$ cat src/rtl/vmax_pkg.sv
// Shared constants and types for the softmax max-reduce/broadcast stage.
package vmax_pkg;
    localparam int LANES  = 4;
    localparam int LANE_W = 16;
    localparam int VEC_W  = LANES * LANE_W;
    localparam int LANE_SEL_W = $clog2(LANES);
    localparam logic signed [LANE_W-1:0] MIN_VAL = 16'sh8000;

    typedef logic signed [LANE_W-1:0] lane_t;

    typedef enum logic {
        COLLECT = 1'b0,
        EMIT    = 1'b1
    } state_t;
endpackage

$ cat src/rtl/vmax_lane_reduce.sv
// Combinational signed max across the four lanes of one word; lowest lane wins ties.
module vmax_lane_reduce
    import vmax_pkg::*;
(
    input  logic [LANES-1:0][LANE_W-1:0] word,
    output lane_t                        max_val,
    output logic [LANE_SEL_W-1:0]        max_lane
);

    always_comb begin
        max_val  = lane_t'(word[0]);
        max_lane = '0;
        // strict compare keeps the earliest lane on equal values
        for (int k = 1; k < LANES; k++) begin
            if (lane_t'(word[k]) > max_val) begin
                max_val  = lane_t'(word[k]);
                max_lane = LANE_SEL_W'(k);
            end
        end
    end

endmodule

$ cat src/rtl/vec_max_bcast.sv
// Buffers one LEN-word vector while tracking its global lane max, then replays it with the max broadcast.
// Optional argmax output enabled by defining VEC_MAX_BCAST_ARGMAX_EN.
module vec_max_bcast
    import vmax_pkg::*;
#(
    parameter int LEN = 8
) (
    input  logic             clk,
    input  logic             rst,
    input  logic [VEC_W-1:0] in_data,
    input  logic             in_valid,
    output logic             in_ready,
    output logic [VEC_W-1:0] out_data,
    output logic [VEC_W-1:0] out_max,
    output logic             out_valid,
    input  logic             out_ready,
    output logic             out_last
`ifdef VEC_MAX_BCAST_ARGMAX_EN
    ,
    output logic [$clog2(LEN*LANES)-1:0] out_idx
`endif
);

    localparam int CW = $clog2(LEN);

    state_t              state, state_nxt;
    logic [CW-1:0]       wr_cnt, rd_cnt;
    lane_t               max_r;
    logic [VEC_W-1:0]    buf_mem [LEN];
    lane_t               red_max;
    logic [LANE_SEL_W-1:0] red_lane;
    logic                in_fire, out_fire, wr_last, rd_last;

    vmax_lane_reduce u_reduce (
        .word     (in_data),
        .max_val  (red_max),
        .max_lane (red_lane)
    );

    assign in_fire  = in_valid && in_ready;
    assign out_fire = out_valid && out_ready;
    assign wr_last  = (wr_cnt == CW'(LEN - 1));
    assign rd_last  = (rd_cnt == CW'(LEN - 1));

    // Handshake outputs come from the state register alone.
    always_comb begin
        state_nxt = state;
        in_ready  = (state == COLLECT);
        out_valid = (state == EMIT);
        case (state)
            COLLECT: if (in_fire && wr_last) state_nxt = EMIT;
            EMIT:    if (out_fire && rd_last) state_nxt = COLLECT;
            default: state_nxt = COLLECT;
        endcase
    end

    always_ff @(posedge clk) begin
        if (rst) begin
            state  <= COLLECT;
            wr_cnt <= '0;
            rd_cnt <= '0;
            max_r  <= '0;
        end else begin
            state <= state_nxt;
            if (in_fire) begin
                wr_cnt <= wr_last ? '0 : wr_cnt + CW'(1);
                // word 0 seeds the max so a previous vector never leaks in
                if (wr_cnt == '0 || red_max > max_r)
                    max_r <= red_max;
            end
            if (out_fire)
                rd_cnt <= rd_last ? '0 : rd_cnt + CW'(1);
        end
    end

    always_ff @(posedge clk) begin
        if (in_fire)
            buf_mem[wr_cnt] <= in_data;
    end

    assign out_data = out_valid ? buf_mem[rd_cnt] : '0;
    assign out_max  = out_valid ? {LANES{max_r}} : '0;
    assign out_last = out_valid && rd_last;

`ifdef VEC_MAX_BCAST_ARGMAX_EN
    logic [$clog2(LEN*LANES)-1:0] idx_r;

    // flat index word*LANES+lane is just the concatenation since LANES is a power of two
    always_ff @(posedge clk) begin
        if (rst)
            idx_r <= '0;
        else if (in_fire && (wr_cnt == '0 || red_max > max_r))
            idx_r <= {wr_cnt, red_lane};
    end

    assign out_idx = out_valid ? idx_r : '0;
`else
    logic unused_lane;
    assign unused_lane = ^red_lane;
`endif

endmodule

$ cat config.mk
export PLATFORM = sky130hd
export DESIGN_NAME = vec_max_bcast
export DESIGN_NICKNAME = d
export VERILOG_FILES = /design/src/rtl/vmax_pkg.sv /design/src/rtl/vmax_lane_reduce.sv /design/src/rtl/vec_max_bcast.sv
export SDC_FILE = /design/constraint.sdc
export NUM_CORES = 1
export LEC_CHECK = 0
export BUFFER_PORTS_ARGS = -buffer_cell sky130_fd_sc_hd__clkbuf_2
export CAP_MARGIN = 15
export CORE_ASPECT_RATIO = 0.5
export CORE_MARGIN = 1
export CORE_UTILIZATION = 50
export CTS_CLUSTER_DIAMETER = 80
export DETAILED_ROUTE_END_ITERATION = 12
export PLACE_DENSITY = 0.71
export SLEW_MARGIN = 0
export SYNTH_ARGS = -nofsm -noshare
export SYNTH_HDL_FRONTEND = slang
export SYNTH_SLANG_ARGS = --single-unit
$ cat constraint.sdc
create_clock -name clk -period 11.1 [get_ports clk]
set_input_delay 1.11 -clock clk [delete_from_list [all_inputs] [get_ports clk]]
set_output_delay 1.11 -clock clk [all_outputs]
set_load 0.005 [all_outputs]
==> impl_results.md <==
* Gpl congestion at 0.885
* Number of remaining DRC errors at 0
* Routed len/inst at 24.8 um
* FF-to-FF End: buf_mem[4][19]$_DFFE_PP_
* Synth top cells by count: edfxtp_1, mux4_2, nor2_1
* Post-synth EDFFs at 512
* NumNets Final at 1,593
* Max-Cap Viols at 0
* Hold path start: rd_cnt[2]$_SDFFE_PP0P_
* Detailed Route WL at 51,800 um
* Die area at around 47,000 um^2
* Synth Area per Inst at 17.8 um^2
* Status: complete, no violations
* Clock edge transition at the registers on the reported setup and hold paths at 60 ps
* Setup-failing EPs final at 0
* CTS tree: yes
* Pwr/cell area at roughly 170 nW/um^2
* #FFs+latches synth at about 540
* RSZ-0062 raised after global routing: false
* Hold path depth at 2
* Period utilisation layout at 89.4%
* Worst clock skew at 11.6 ps
* DR vias/cell at just under 6
* Leakage Power at 8.86 nW
* Post-synth top area share at 66.4%
* Initial Utilization at between 50% and 60%
* Post-Syn Area at 23,200 um^2
* CTS sink count at 538
* Layout Cells excl Fill at about 2,100
* Overall power at ~0.0043 W
* Final Max Tran Viols at 0
* Top FF cell, synth: edfxtp_1
* First-pass GRT wire length at 77,400 um
* Worst-margin pin slew at between 1000 and 1500 ps
* Cell family with most CP delay: compound AO/OA/AOI/OAI gates
* FP Rows at 55
* Hold Path Class: flop to flop
* H-tree Lvls at 2
* Fmax at 0.101 GHz
* Fraction of the yosys area taken by sequential cells at 68.6%
* Synth Instances at 1,301
* Crit Path Class: input port to flop
* Die Span Y at 154 um
* Synthesis-to-finish area growth at 12.2%
* Critical path's slowest cell: nand3_1
* Largest net degree at the start of global routing at 99
* Die Width at 306 um
* Post-synth cell types at 51
* Slew headroom at 25.9%
* Synth Net Count at ~1,400
* Fin Setup TNS at 0 ps
* Ranking of synthesized cells by area: edfxtp_1, mux4_2, ha_1
* Post-synth ARST share at 0%
* Clock Path Buffers at 3
* Post_cts resized at 0
* R2R Setup Slk at 7820 ps
* Dpl cells at 2,006
* Worst EP required at 11,570 ps
* Diodes inserted at 0
* Startpoint types: input port
* Launching point of the worst reg2reg path: out_valid$_SDFF_PP0_
* Drt first pass iters at 5
* Layout cells sized above 1 at 30.2%
* Fin. Hold Viols at 0
* DRT iter0 DRCs at between 1,000 and 1,500
* PortBufs at roughly 200
* Cts hold-fix bufs at 0
* Core area at 45,400 um^2
* R2R cell count at 4
* Initial antenna violation count at 0
* Gr usage total at 22.1%
* Latest clock arrival within the worst-skew pair at approximately 570 ps
* Post-CTS Setup Repair Bufs at 0
* DP Wirelength at 31,300 um
* Remaining global-route overflow at 0
* Num CTS Buffers at 48
* Critical Path Fanout Max at 27
* Area leader, netlist: edfxtp_1
* Most frequent cell after synthesis: edfxtp_1
* Min Tclk post-route at 9920 ps
* Buffers & Inverters on Critical Path at 3
* Via Count at 12,400
* Critical Path Max Stage Delay at 600 ps
* Kind of end point of the critical path: flop
* ANT nets after route at 0
* Ys Warns at 0
* I/O pins at ~200
* Number of global-route vias before repair at 12,700
* Peak supply drop at 0.0944 mV
* Crit path DAT at 10,390 ps
* Clock root cell: clkbuf_16
[state kept, by name (all words and copies together) (netlist names), named ones only]
| signal | cells |
|---|---|
| buf_mem | 512 |
| out_valid | 1 |
| wr_cnt | 3 |
| max_r | 16 |
| rd_cnt | 3 |
[worst max path at each step]
stage                      from                endpoint  slack, ps  depth (start not counted)
detailed placement  in_data[10]  max_r[12]$_SDFFE_PP0P_        750                         40
global placement    in_data[10]  max_r[15]$_SDFFE_PP0P_       1060                         40
floorplan            in_data[7]   max_r[0]$_SDFFE_PP0P_       1740                         43
CTS                 in_data[10]  max_r[12]$_SDFFE_PP0P_       1330                         40
finish              in_data[10]  max_r[12]$_SDFFE_PP0P_       1180                         39
global route        in_data[15]  max_r[13]$_SDFFE_PP0P_        590                         39
[where the power goes]
part / switching, W / total (W) / internal [W]
combinational: 0.000287 / 0.000459 / 0.000172
sequential: 0.0000161 / 0.00230 / 0.00228
clock: 0.000706 / 0.00157 / 0.000866
total: 0.00101 / 0.00433 / 0.00332
[tightest hold or removal path: stages, from the launching register on]
cell and delay [ps]:
dfxtp_1 310, nand2_1 50, a21oi_1 70
[placed cells by master, fill, tap and decap left out, types with 14 or more instances in the layout]
cell,n
edfxtp_1,512
clkbuf_2,198
mux4_2,128
nor2_1,91
mux2i_1,81
ha_1,67
inv_1,51
clkbuf_16,50
nand2_1,40
a21oi_1,23
dfxtp_1,23
nand4b_1,15
or3_1,15
buf_4,15
o21ai_0,14
clkinv_1,14
[area by class of cell]
type                            instances  area, um^2
Clock buffer                           57        1280
Clock inverter                         27         191
Fill cell                            3431       19400
Inverter                               52         195
Multi-Input combinational cell        604        6540
Sequential cell                       538       15900
Tap cell                              598         748
Timing Repair Buffer                  214        1120
[routing by layer]
metal | GRT usage [%] | vias up | wire [um]
met1 | 30.7 | 6422 | 21500
met2 | 36.9 | 452 | 25800
met4 | 5.21 | 0 | 917
li1 | - | 5418 | -
met3 | 3.62 | 67 | 3550
met5 | 0 | - | 0
[per-stage QoR]
stage / hold slack [ps] / utilization, % / setup WS, ps / instance area, um^2
floorplan: 454 / - / 1740 / 23200
global placement: 459 / 54.0 / 1060 / 24500
detailed placement: 470 / 54.0 / 751 / 24500
CTS: 480 / 57.2 / 1330 / 26000
global route: 519 / 57.2 / 585 / 26000
finish: 477 / 57.2 / 1180 / 26000
[cell families after synthesis]
kind of cell	Yosys count	synth area share, %
flops	538	68.6
mux	224	16.8
simple gates	215	4.56
buf+inv	159	3.39
compound gates	96	2.90
fa+ha+maj	67	3.62
xor+xnor	2	0.0756
No activity file was read; power rests on OpenSTA's default activity.
